--- src/rtl/joybus_pkg.sv ---
// Shared JOYBUS definitions: transmitter state encoding, poll commands and bit timing in microseconds.
package joybus_pkg;

  typedef enum logic [2:0] {
    IDLE,
    BIT_LO,
    BIT_HI,
    STOP_LO,
    RELEASE,
    WAIT_RSP
  } tx_state_t;

  localparam logic [23:0] CMD_N64_POLL = 24'h010000;
  localparam logic [4:0]  CMD_N64_LEN  = 5'd8;
  localparam logic [23:0] CMD_GC_POLL  = 24'h400300;
  localparam logic [4:0]  CMD_GC_LEN   = 5'd24;

  localparam int unsigned JB_BIT_US   = 4;
  localparam int unsigned JB_SHORT_US = 1;
  localparam int unsigned JB_LONG_US  = 3;

  function automatic logic [15:0] us_cycles(input int unsigned us, input int unsigned clk_per_us);
    return 16'(us * clk_per_us);
  endfunction

endpackage

--- src/rtl/joybus_sync.sv ---
// Two-flop synchroniser for the open-drain JOYBUS line; resets to the idle (high) level.
module joybus_sync (
  input  logic clk,
  input  logic rst,
  input  logic d,
  output logic q
);

  logic ff1;
  logic ff2;

  always_ff @(posedge clk) begin
    if (rst) begin
      ff1 <= 1'b1;
      ff2 <= 1'b1;
    end else begin
      ff1 <= d;
      ff2 <= ff1;
    end
  end

  assign q = ff2;

endmodule

--- src/rtl/joybus_tx.sv ---
// Console-side JOYBUS command transmitter with response-start detection.
// Optional response timeout is built when JOYBUS_TX_TIMEOUT_EN is defined.
module joybus_tx
  import joybus_pkg::*;
#(
  parameter int unsigned CLK_PER_US = 50,
  parameter int unsigned TIMEOUT_US = 100
) (
  input  logic        clk,
  input  logic        rst,
  input  logic        tx_start,
  input  logic [23:0] cmd_data,
  input  logic [4:0]  cmd_len,
  input  logic        JB_RX,
  output logic        jb_tx_oe,
  output logic        tx_busy,
  output logic        rx_start,
  output logic        rsp_timeout
);

  if (CLK_PER_US * JB_LONG_US > 65535) begin : g_bad_clk_per_us
    $error("joybus_tx: CLK_PER_US*3 does not fit the 16-bit phase counter");
  end
  if (TIMEOUT_US * CLK_PER_US > 24'hFFFFFF) begin : g_bad_timeout
    $error("joybus_tx: TIMEOUT_US*CLK_PER_US does not fit the 24-bit timeout counter");
  end

  localparam logic [15:0] T_SHORT = us_cycles(JB_SHORT_US, CLK_PER_US);
  localparam logic [15:0] T_LONG  = us_cycles(JB_LONG_US, CLK_PER_US);

  tx_state_t   state, state_n;
  logic [15:0] cnt, cnt_n;
  logic [23:0] sh, sh_n;
  logic [4:0]  bits, bits_n;
  logic [4:0]  len_c;
  logic        sync, sync_d, fall;
  logic        rx_pulse;
  logic        oe_n;

  joybus_sync u_sync (
    .clk (clk),
    .rst (rst),
    .d   (JB_RX),
    .q   (sync)
  );

  assign fall  = sync_d & ~sync;
  assign len_c = (cmd_len > 5'd24) ? 5'd24 : cmd_len;

`ifdef JOYBUS_TX_TIMEOUT_EN
  localparam logic [23:0] T_TIMEOUT = 24'(TIMEOUT_US * CLK_PER_US);
  logic [23:0] tcnt;
  logic        to_pulse;

  always_ff @(posedge clk) begin
    if (rst || state != WAIT_RSP) tcnt <= '0;
    else                          tcnt <= tcnt + 24'd1;
  end
`endif

  always_comb begin
    state_n  = state;
    cnt_n    = cnt + 16'd1;
    sh_n     = sh;
    bits_n   = bits;
    rx_pulse = 1'b0;
`ifdef JOYBUS_TX_TIMEOUT_EN
    to_pulse = 1'b0;
`endif
    case (state)
      IDLE: begin
        cnt_n = '0;
        if (tx_start) begin
          sh_n    = cmd_data;
          bits_n  = len_c;
          state_n = (len_c == 5'd0) ? STOP_LO : BIT_LO;
        end
      end
      BIT_LO: begin
        if (cnt == (sh[23] ? T_SHORT : T_LONG) - 16'd1) begin
          cnt_n   = '0;
          state_n = BIT_HI;
        end
      end
      BIT_HI: begin
        if (cnt == (sh[23] ? T_LONG : T_SHORT) - 16'd1) begin
          cnt_n   = '0;
          sh_n    = {sh[22:0], 1'b0};
          bits_n  = bits - 5'd1;
          state_n = (bits == 5'd1) ? STOP_LO : BIT_LO;
        end
      end
      STOP_LO: begin
        if (cnt == T_SHORT - 16'd1) begin
          cnt_n   = '0;
          state_n = RELEASE;
        end
      end
      RELEASE: begin
        // Our own low drive echoes through the synchroniser; require two clean highs.
        if (!sync) begin
          cnt_n = '0;
        end else if (cnt == 16'd1) begin
          cnt_n   = '0;
          state_n = WAIT_RSP;
        end
      end
      WAIT_RSP: begin
        cnt_n = '0;
        if (fall) begin
          rx_pulse = 1'b1;
          state_n  = IDLE;
        end
`ifdef JOYBUS_TX_TIMEOUT_EN
        else if (tcnt == T_TIMEOUT - 24'd1) begin
          to_pulse = 1'b1;
          state_n  = IDLE;
        end
`endif
      end
      default: begin
        cnt_n   = '0;
        state_n = IDLE;
      end
    endcase
    oe_n = (state_n == BIT_LO) || (state_n == STOP_LO);
  end

  always_ff @(posedge clk) begin
    if (rst) begin
      state    <= IDLE;
      cnt      <= '0;
      sh       <= '0;
      bits     <= '0;
      sync_d   <= 1'b1;
      jb_tx_oe <= 1'b0;
      tx_busy  <= 1'b0;
      rx_start <= 1'b0;
    end else begin
      state    <= state_n;
      cnt      <= cnt_n;
      sh       <= sh_n;
      bits     <= bits_n;
      sync_d   <= sync;
      jb_tx_oe <= oe_n;
      tx_busy  <= (state_n != IDLE);
      rx_start <= rx_pulse;
    end
  end

`ifdef JOYBUS_TX_TIMEOUT_EN
  always_ff @(posedge clk) begin
    if (rst) rsp_timeout <= 1'b0;
    else     rsp_timeout <= to_pulse;
  end
`else
  assign rsp_timeout = 1'b0;
`endif

endmodule

--- config.mk ---
export PLATFORM = sky130hd
export DESIGN_NAME = joybus_tx
export DESIGN_NICKNAME = d
export VERILOG_FILES = /design/src/rtl/joybus_pkg.sv /design/src/rtl/joybus_sync.sv /design/src/rtl/joybus_tx.sv
export SDC_FILE = /design/constraint.sdc
export NUM_CORES = 1
export LEC_CHECK = 0
export CELL_PAD_IN_SITES_DETAIL_PLACEMENT = 0
export CELL_PAD_IN_SITES_GLOBAL_PLACEMENT = 2
export CORE_AREA = 2 2 98 100
export CTS_BUF_LIST = sky130_fd_sc_hd__clkbuf_4 sky130_fd_sc_hd__clkbuf_8
export CTS_CLUSTER_SIZE = 14
export DETAILED_ROUTE_END_ITERATION = 8
export DIE_AREA = 0 0 100 102
export MAX_ROUTING_LAYER = met4
export PLACE_DENSITY = 0.8
export SLEW_MARGIN = 20
export SYNTH_ARGS = -nofsm -noshare
export SYNTH_HDL_FRONTEND = slang
export SYNTH_SLANG_ARGS = --single-unit
--- constraint.sdc ---
create_clock -name clk -period 2 [get_ports clk]
set_clock_uncertainty 0.1 [all_clocks]
set_input_delay 0.3 -clock clk [delete_from_list [all_inputs] [get_ports clk]]
set_output_delay 0.3 -clock clk [all_outputs]
set_load 0.05 [all_outputs]
==> results by group, run 1 <==
Critical path
  • Crit-path leading delay family: compound AO/OA/AOI/OAI gates
  • Worst path cell trace: and4b_1 > o21ai_1 > o21ai_4 > buf_12 > buf_6 > clkbuf_16 > buf_6 > a311oi_2
  • Cell depth of the worst setup path: 8
  • Data arrival time of the worst path: 2050 ps
  • Crit path launch type: register
  • CP Buf/Inv Count: 4
  • Crit Path Max Fanout: 8
  • R2r setup slk: 60 ps
  • Max stage delay on crit path: 410 ps
  • Reg2Reg Launch Point: cnt[5]$_SDFF_PP0_
  • Setup Crit Path Kind: reg -> reg
  • Setup crit end kind: register
  • Reg-to-reg endpoint: sh[3]$_SDFFE_PP0P_
  • Critical path's slowest cell: dfxtp_1
  • Worst r2r path cells: 8
  • CP Launch Point: cnt[5]$_SDFF_PP0_
  • CP endpoint: sh[3]$_SDFFE_PP0P_
  • Critical Path Most Common Cell: buf_6
  • Critical path required time: 2120 ps

Finish
  • Fin nets: 436
  • Antenna diodes: 0
  • Non-Filler Instances: 510
  • P&R area growth vs syn: 39.8%
  • Layout cells sized above 1: 28.1%

Placement
  • Buffers added on ports: 35
  • Placed cells: 486
  • Pre-CTS WS: -302 ps
  • Detailed placement HPWL: 4720 um
  • RD Place Congestion: 0.801

STA
  • Setup ws final: 63.5 ps
  • Sum Neg Setup Slack: 0 ps
  • Final hold violation count: 0
  • Hold Worst Slack: 287 ps
  • Slew headroom: 66.6%
  • Minimum clock period: 1940 ps
  • Final setup viols: 0
  • RSZ-0062 raised after global routing: yes
  • Slew @ Worst Pin: 500 ps
  • Fmax: 516 MHz
  • Final Max Tran Viols: 0
  • Tcrit/Tclk final: 96.8%

Synthesis
  • Syn_area_per_cell: 8.70 sq um
  • Primary FF master, synth: dfxtp_1
  • Sequential-to-total area share from yosys stat: 39.0%
  • Post-synth EDFFs: 0
  • Yosys warns: 0
  • Synthesized flop and latch total: 54
  • Mapped Cells: 319
  • Synthesized area: 2780 sq um
  • Async SR Flop Fraction: 0%
  • Yosys cell types: 51
  • Syn_nets: 356

Global route
  • First-pass GRT wire length: 10,900 um
  • Overall routing resource usage: 13.5%
  • Grt ovf: 0
  • Vias in the first global route: 2,331
  • Pin count of the biggest net entering global routing: 26
  • Initial antenna violation count: 0

Min path
  • Hold Path Class: in -> reg
  • Hold_sp: rst

Clock tree
  • H-tree lvl count: 2
  • Num Clock Sinks: 54
  • CTS tree: yes
  • CTS root buf: clkbuf_8
  • CTS Hold Buffers Added: 0
  • Bufs on Longest Clock Path: 2
  • Worst-path clk slew: 100 ps
  • Total CTS buffers: 5
  • Clk_lat worst skew: 310 ps

Pwr
  • Leakage: 0.00143 uW
  • Worst VDD drop: 0.220 mV
  • PD cells: 610 nW/um^2

Drt
  • Routed Antenna Nets: 0
  • DRT Pass-1 Iters: 4
  • 1st-iter DRT viols: 69
  • Post-route DRC: 0
  • Vias post-DR: 2,455
  • DR vias/cell: 4.81
  • Avg WL per Cell: 13.1 um
  • Post-Route WL: 6700 um

Floorplan
  • Rows: 35
  • Initial Utilization: 30.5%
  • DIE AREA: 10,200 sq um
  • Die extent in x: 100 um
  • I/O Pins: 37
  • Die height: 102 um
  • Core area: 9110 sq um

Flow run
  • Max-cap violations: 0

Outcome
  • Status: finished clean
[final cells by class]
type / instances / area, sq um
fillers: 918 / 5230
multi-input cells: 239 / 1620
flip-flops and latches: 54 / 1090
repair buffers: 94 / 931
well taps: 111 / 139
clock buffers: 6 / 76.3
inverters: 5 / 18.8
clock inverters: 1 / 7.51
[sequential cells by signal, summed over array words and instances, names as in the netlist]
| name | flops |
|---|---|
| sh | 24 |
| u_sync.ff1 | 1 |
| rx_start | 1 |
| cnt | 16 |
| tx_busy | 1 |
| u_sync.q | 1 |
| state | 3 |
| bits | 5 |
| sync_d | 1 |
| jb_tx_oe | 1 |
[worst register-to-register path, cell delays in order, from the launching register on]
cell,delay (ps)
dfxtp_1,410
and4b_1,240
o21ai_1,280
o21ai_4,90
buf_12,150
buf_6,120
clkbuf_16,150
buf_6,110
a311oi_2,200
[per-layer routing]
layer / global-route usage, % / vias up / routed length [um]
li1: - / 1277 / -
met1: 17.4 / 1141 / 3300
met2: 21.2 / 31 / 3080
met3: 3.35 / 6 / 255
met4: 4.11 / 0 / 66
met5: - / - / 0
[worst min path at each step]
| stage | to | slack (ps) | cells past startpoint |
|---|---|---|---|
| 6_report | bits[3]$_SDFFE_PP0P_ | 290 | 2 |
| 5_1_grt | bits[3]$_SDFFE_PP0P_ | 280 | 2 |
| 4_1_cts | bits[3]$_SDFFE_PP0P_ | 270 | 2 |
| 3_5_place_dp | u_sync.q$_SDFF_PP1_ | 300 | 1 |
| 3_3_place_gp | u_sync.q$_SDFF_PP1_ | 300 | 1 |
| 2_1_floorplan | u_sync.q$_SDFF_PP1_ | 290 | 1 |
[stage by stage]
| step | cell area, sq um | power (uW) | util, % |
|---|---|---|---|
| detailed placement | 3510 | 1680 | 38.5 |
| floorplan | 2780 | 1500 | - |
| CTS | 3650 | 2310 | 40.1 |
| finish | 3880 | 2370 | 42.6 |
| global placement | 3510 | 1670 | 38.5 |
| global route | 3880 | 2500 | 42.6 |
[what timing repair did]
action,in CTS,in global routing
setup endpoints to repair,47,46
gates resized for setup,8,22
pin swaps,4,8
gates cloned,0,2
buffers inserted,1,14
[cells in the mapped netlist (6+ instances only)]
master	n	area share, %
nand2_1	60	8.1
dfxtp_1	54	39
nor2_1	53	7.2
a311oi_2	20	11
clkbuf_1	10	1.4
nand3_1	10	1.8
xor2_1	10	3.2
o21ai_0	7	1.3
nand4_1	6	1.4
[kinds of logic after synthesis]
logic type                 Yosys count  synth area share, %
xor gates and xnor gates            15                 4.73
and+or+nand+nor                    167                 30.3
adders and majority gates            4                 1.80
AOI/OAI and AO/OA                   52                 19.1
DFF                                 54                 39.0
buffers and inverters               26                 4.96
other                                1                0.135
[power breakdown]
group / switching (uW) / internal [uW]
clock: 357 / 255
sequential: 43.8 / 1140
combinational: 260 / 307
[placed cells by master, fill, tap and decap left out, types with 4 or more instances in the layout]
cell type,instances
a21oi_1,5
a311oi_2,21
buf_12,5
buf_4,41
buf_6,10
clkbuf_8,5
clkdlybuf4s50_1,34
dfxtp_1,50
dfxtp_2,4
inv_1,4
nand2_1,60
nand3_1,10
nand4_1,6
nor2_1,52
nor3_1,5
o21ai_0,7
xnor2_1,5
xor2_1,10
Note: power is estimated with default switching activity, not from simulation.
==> inputs of run 2 (changes only) <==
Settings changed: CELL_PAD_IN_SITES_DETAIL_PLACEMENT 0 to 1, CELL_PAD_IN_SITES_GLOBAL_PLACEMENT 2 to 1, CORE_AREA 2 2 98 100 to 2 2 88 90, DIE_AREA 0 0 100 102 to 0 0 90 92, GPL_TIMING_DRIVEN from default to 1, PLACE_DENSITY 0.8 to 0.81.
==> run 2 against run 1 <==
Effect of this change: first-iteration DRC count grew 25%; clock power grew 5.7%; flip-flop and latch count is the same; largest cell class unchanged; core utilization grew 8.0 points; clock-buffer cell count grew 1; largest power group unchanged; critical path type unchanged; sequential power is essentially flat; via count grew 1.0%; critical path depth grew 2; die area shrank 19%.
==> results by group, run 2 (synthesis gave the netlist of run 1 again) <==
Outcome
  • Status: finished clean (unchanged)

STA
  • RSZ-0062 raised after global routing: yes (unchanged)
  • Sum Neg Setup Slack: 0 ps (unchanged)
  • Slew headroom: 66.7% (was 66.6%)
  • Final Max Tran Viols: 0 (unchanged)
  • Minimum clock period: 1950 ps (was 1940 ps)
  • Setup ws final: 51.7 ps (was 63.5 ps)
  • Fmax: 513 MHz (was 516 MHz)
  • Slew @ Worst Pin: 498 ps (was 500 ps)
  • Tcrit/Tclk final: 97.4% (was 96.8%)
  • Hold Worst Slack: 315 ps (was 287 ps)
  • Final setup viols: 0 (unchanged)
  • Final hold violation count: 0 (unchanged)

Placement
  • Buffers added on ports: 35 (unchanged)
  • Pre-CTS WS: -210 ps (was -302 ps)
  • Detailed placement HPWL: 4960 um (was 4720 um)
  • RD Place Congestion: 0.779 (was 0.801)

Finish
  • Fillers: 896 (was 918)
  • Seq. cell area: 1090 sq um (about the same)
  • Layout cells sized above 1: 27.1% (was 28.1%)
  • P&R area growth vs syn: 35.7% (was 39.8%)
  • Multi-input gate area: 1640 sq um (was 1620 sq um)
  • Fin nets: 420 (was 436)
  • Biggest regs: sh: 24 flops, cnt: 16 flops, bits: 5 flops (unchanged)
  • Antenna diodes: 0 (unchanged)
  • Largest register FFs: 24 (unchanged)
  • Most common cell after layout, fill and taps aside: nand2_1 (unchanged)
  • Most flops, register: sh (unchanged)
  • Post-layout util: 50.6% (was 42.6%)
  • Most frequent cells in the layout: 60 x nand2_1, 52 x nor2_1, 47 x dfxtp_1, 34 x clkdlybuf4s50_1, 32 x buf_4 (was 60 x nand2_1, 52 x nor2_1, 50 x dfxtp_1, 41 x buf_4, 34 x clkdlybuf4s50_1)

Drt
  • Vias post-DR: 2,480 (was 2,455)
  • Routed Antenna Nets: 0 (unchanged)
  • Post-route DRC: 0 (unchanged)
  • 1st-iter DRT viols: 86 (was 69)
  • DRT Pass-1 Iters: 4 (unchanged)
  • Avg WL per Cell: 14.7 um (was 13.1 um)
  • DR vias/cell: 5.10 (was 4.81)
  • Post-Route WL: 7130 um (was 6700 um)

Clock tree
  • H-tree lvl count: 2 (unchanged)
  • CTS tree: yes (unchanged)
  • Num Clock Sinks: 54 (unchanged)
  • Worst-path clk slew: 100 ps (about the same)
  • CTS root buf: clkbuf_8 (unchanged)
  • Total CTS buffers: 5 (unchanged)
  • Bufs on Longest Clock Path: 2 (unchanged)
  • Clk_lat worst skew: 310 ps (about the same)
  • CTS Hold Buffers Added: 0 (unchanged)

Global route
  • Initial antenna violation count: 0 (unchanged)
  • Overall routing resource usage: 16.8% (was 13.5%)
  • Grt ovf: 0 (unchanged)
  • First-pass GRT wire length: 11,300 um (was 10,900 um)
  • Pin count of the biggest net entering global routing: 23 (was 26)
  • Vias in the first global route: 2,483 (was 2,331)

Critical path
  • Worst path cell trace: inv_2 > ha_4 > nor3b_2 > buf_4 > nand4_4 > o21ai_4 > buf_12 > clkbuf_16 > nand4_1 > a31oi_1 (was and4b_1 > o21ai_1 > o21ai_4 > buf_12 > buf_6 > clkbuf_16 > buf_6 > a311oi_2)
  • Critical path required time: 2150 ps (was 2120 ps)
  • Worst r2r path cells: 10 (was 8)
  • Setup Crit Path Kind: reg -> reg (unchanged)
  • Setup crit end kind: register (unchanged)
  • Critical path's slowest cell: dfxtp_2 (was dfxtp_1)
  • Data arrival time of the worst path: 2090 ps (was 2050 ps)
  • Crit Path Max Fanout: 6 (was 8)
  • R2r setup slk: 50 ps (was 60 ps)
  • Crit path launch type: register (unchanged)
  • Max stage delay on crit path: 330 ps (was 410 ps)

Min path
  • Hold Path Class: reg -> reg (was in -> reg)
  • Hold Crit Depth: 1 (was 2)

Floorplan
  • Die extent in x: 90 um (was 100 um)
  • DIE AREA: 8280 sq um (was 10,200 sq um)
  • Core area: 7450 sq um (was 9110 sq um)
  • I/O Pins: 37 (unchanged)
  • Initial Utilization: 37.3% (was 30.5%)
  • Die height: 92 um (was 102 um)
  • Rows: 32 (was 35)

Flow run
  • Max-cap violations: 0 (unchanged)

Pwr
  • PD cells: 630 nW/um^2 (was 610 nW/um^2)
  • Pwr Total: 2370 uW (about the same)
  • Worst VDD drop: 0.313 mV (was 0.220 mV)
  • Leakage: 0.00137 uW (was 0.00143 uW)
==> run 2: cell count changes in the layout (fill, tap and decap cells not counted), sizes merged <==
cell,before,now
buf,58,41
clkbuf,8,10
clkinv,0,1
clkinvlp,1,0
==> run 2: cell type report <==
cell class	instances	area share (%)
clock inverters	1	0.133
well taps	102	3.39
repair buffers	78	21.0
inverters	5	0.499
multi-input cells	239	43.7
flip-flops and latches	54	28.9
clock buffers	7	2.39
==> run 2: stage by stage <==
| step | instance area, sq um | std cells |
|---|---|---|
| floorplan | 2780 | 319 |
| global placement | 3440 | 472 |
| detailed placement | 3440 | 472 |
| CTS | 3550 | 480 |
| global route | 3760 | 486 |
| finish | 3760 | 486 |
==> run 2: path summary, 6_finish.rpt <==
path | startpoint | end
worst max-delay path | cnt[1]$_SDFF_PP0_ | bits[0]$_SDFFE_PP0P_
worst min-delay path | u_sync.ff1$_SDFF_PP1_ | u_sync.q$_SDFF_PP1_
worst max register to register | cnt[1]$_SDFF_PP0_ | bits[0]$_SDFFE_PP0P_
worst min register to register | u_sync.ff1$_SDFF_PP1_ | u_sync.q$_SDFF_PP1_
==> run 2: power by group <==
part           switching [uW]  leakage, uW  total [uW]  internal [uW]
Combinational             259     0.000871         535            276
Sequential               47.2     0.000446        1190           1140
Clock                     353    0.0000517         647            294
Total                     659      0.00137        2370           1710
==> run 2: timing repair <==
item	4_1_cts	5_1_grt
gates cloned	0	4
resized for setup	2	27
setup endpoints to repair	47	47
setup buffers	0	2
pin swaps	1	17
==> run 2: worst max-delay path: cells and delay by family (launching register included) <==
family,cells,cell delay [ps]
simple gates,3,380
buf+inv,4,510
flops,1,330
compound gates,2,430
fa+ha+maj,1,120
==> run 2: per-layer routing <==
metal	vias to the layer above	part of all wire, %	track usage [%]
met5	-	0	-
met4	0	1.0	4.87
met3	9	3.2	2.96
li1	1248	-	-
met1	1188	44	19.9
met2	35	52	29.5
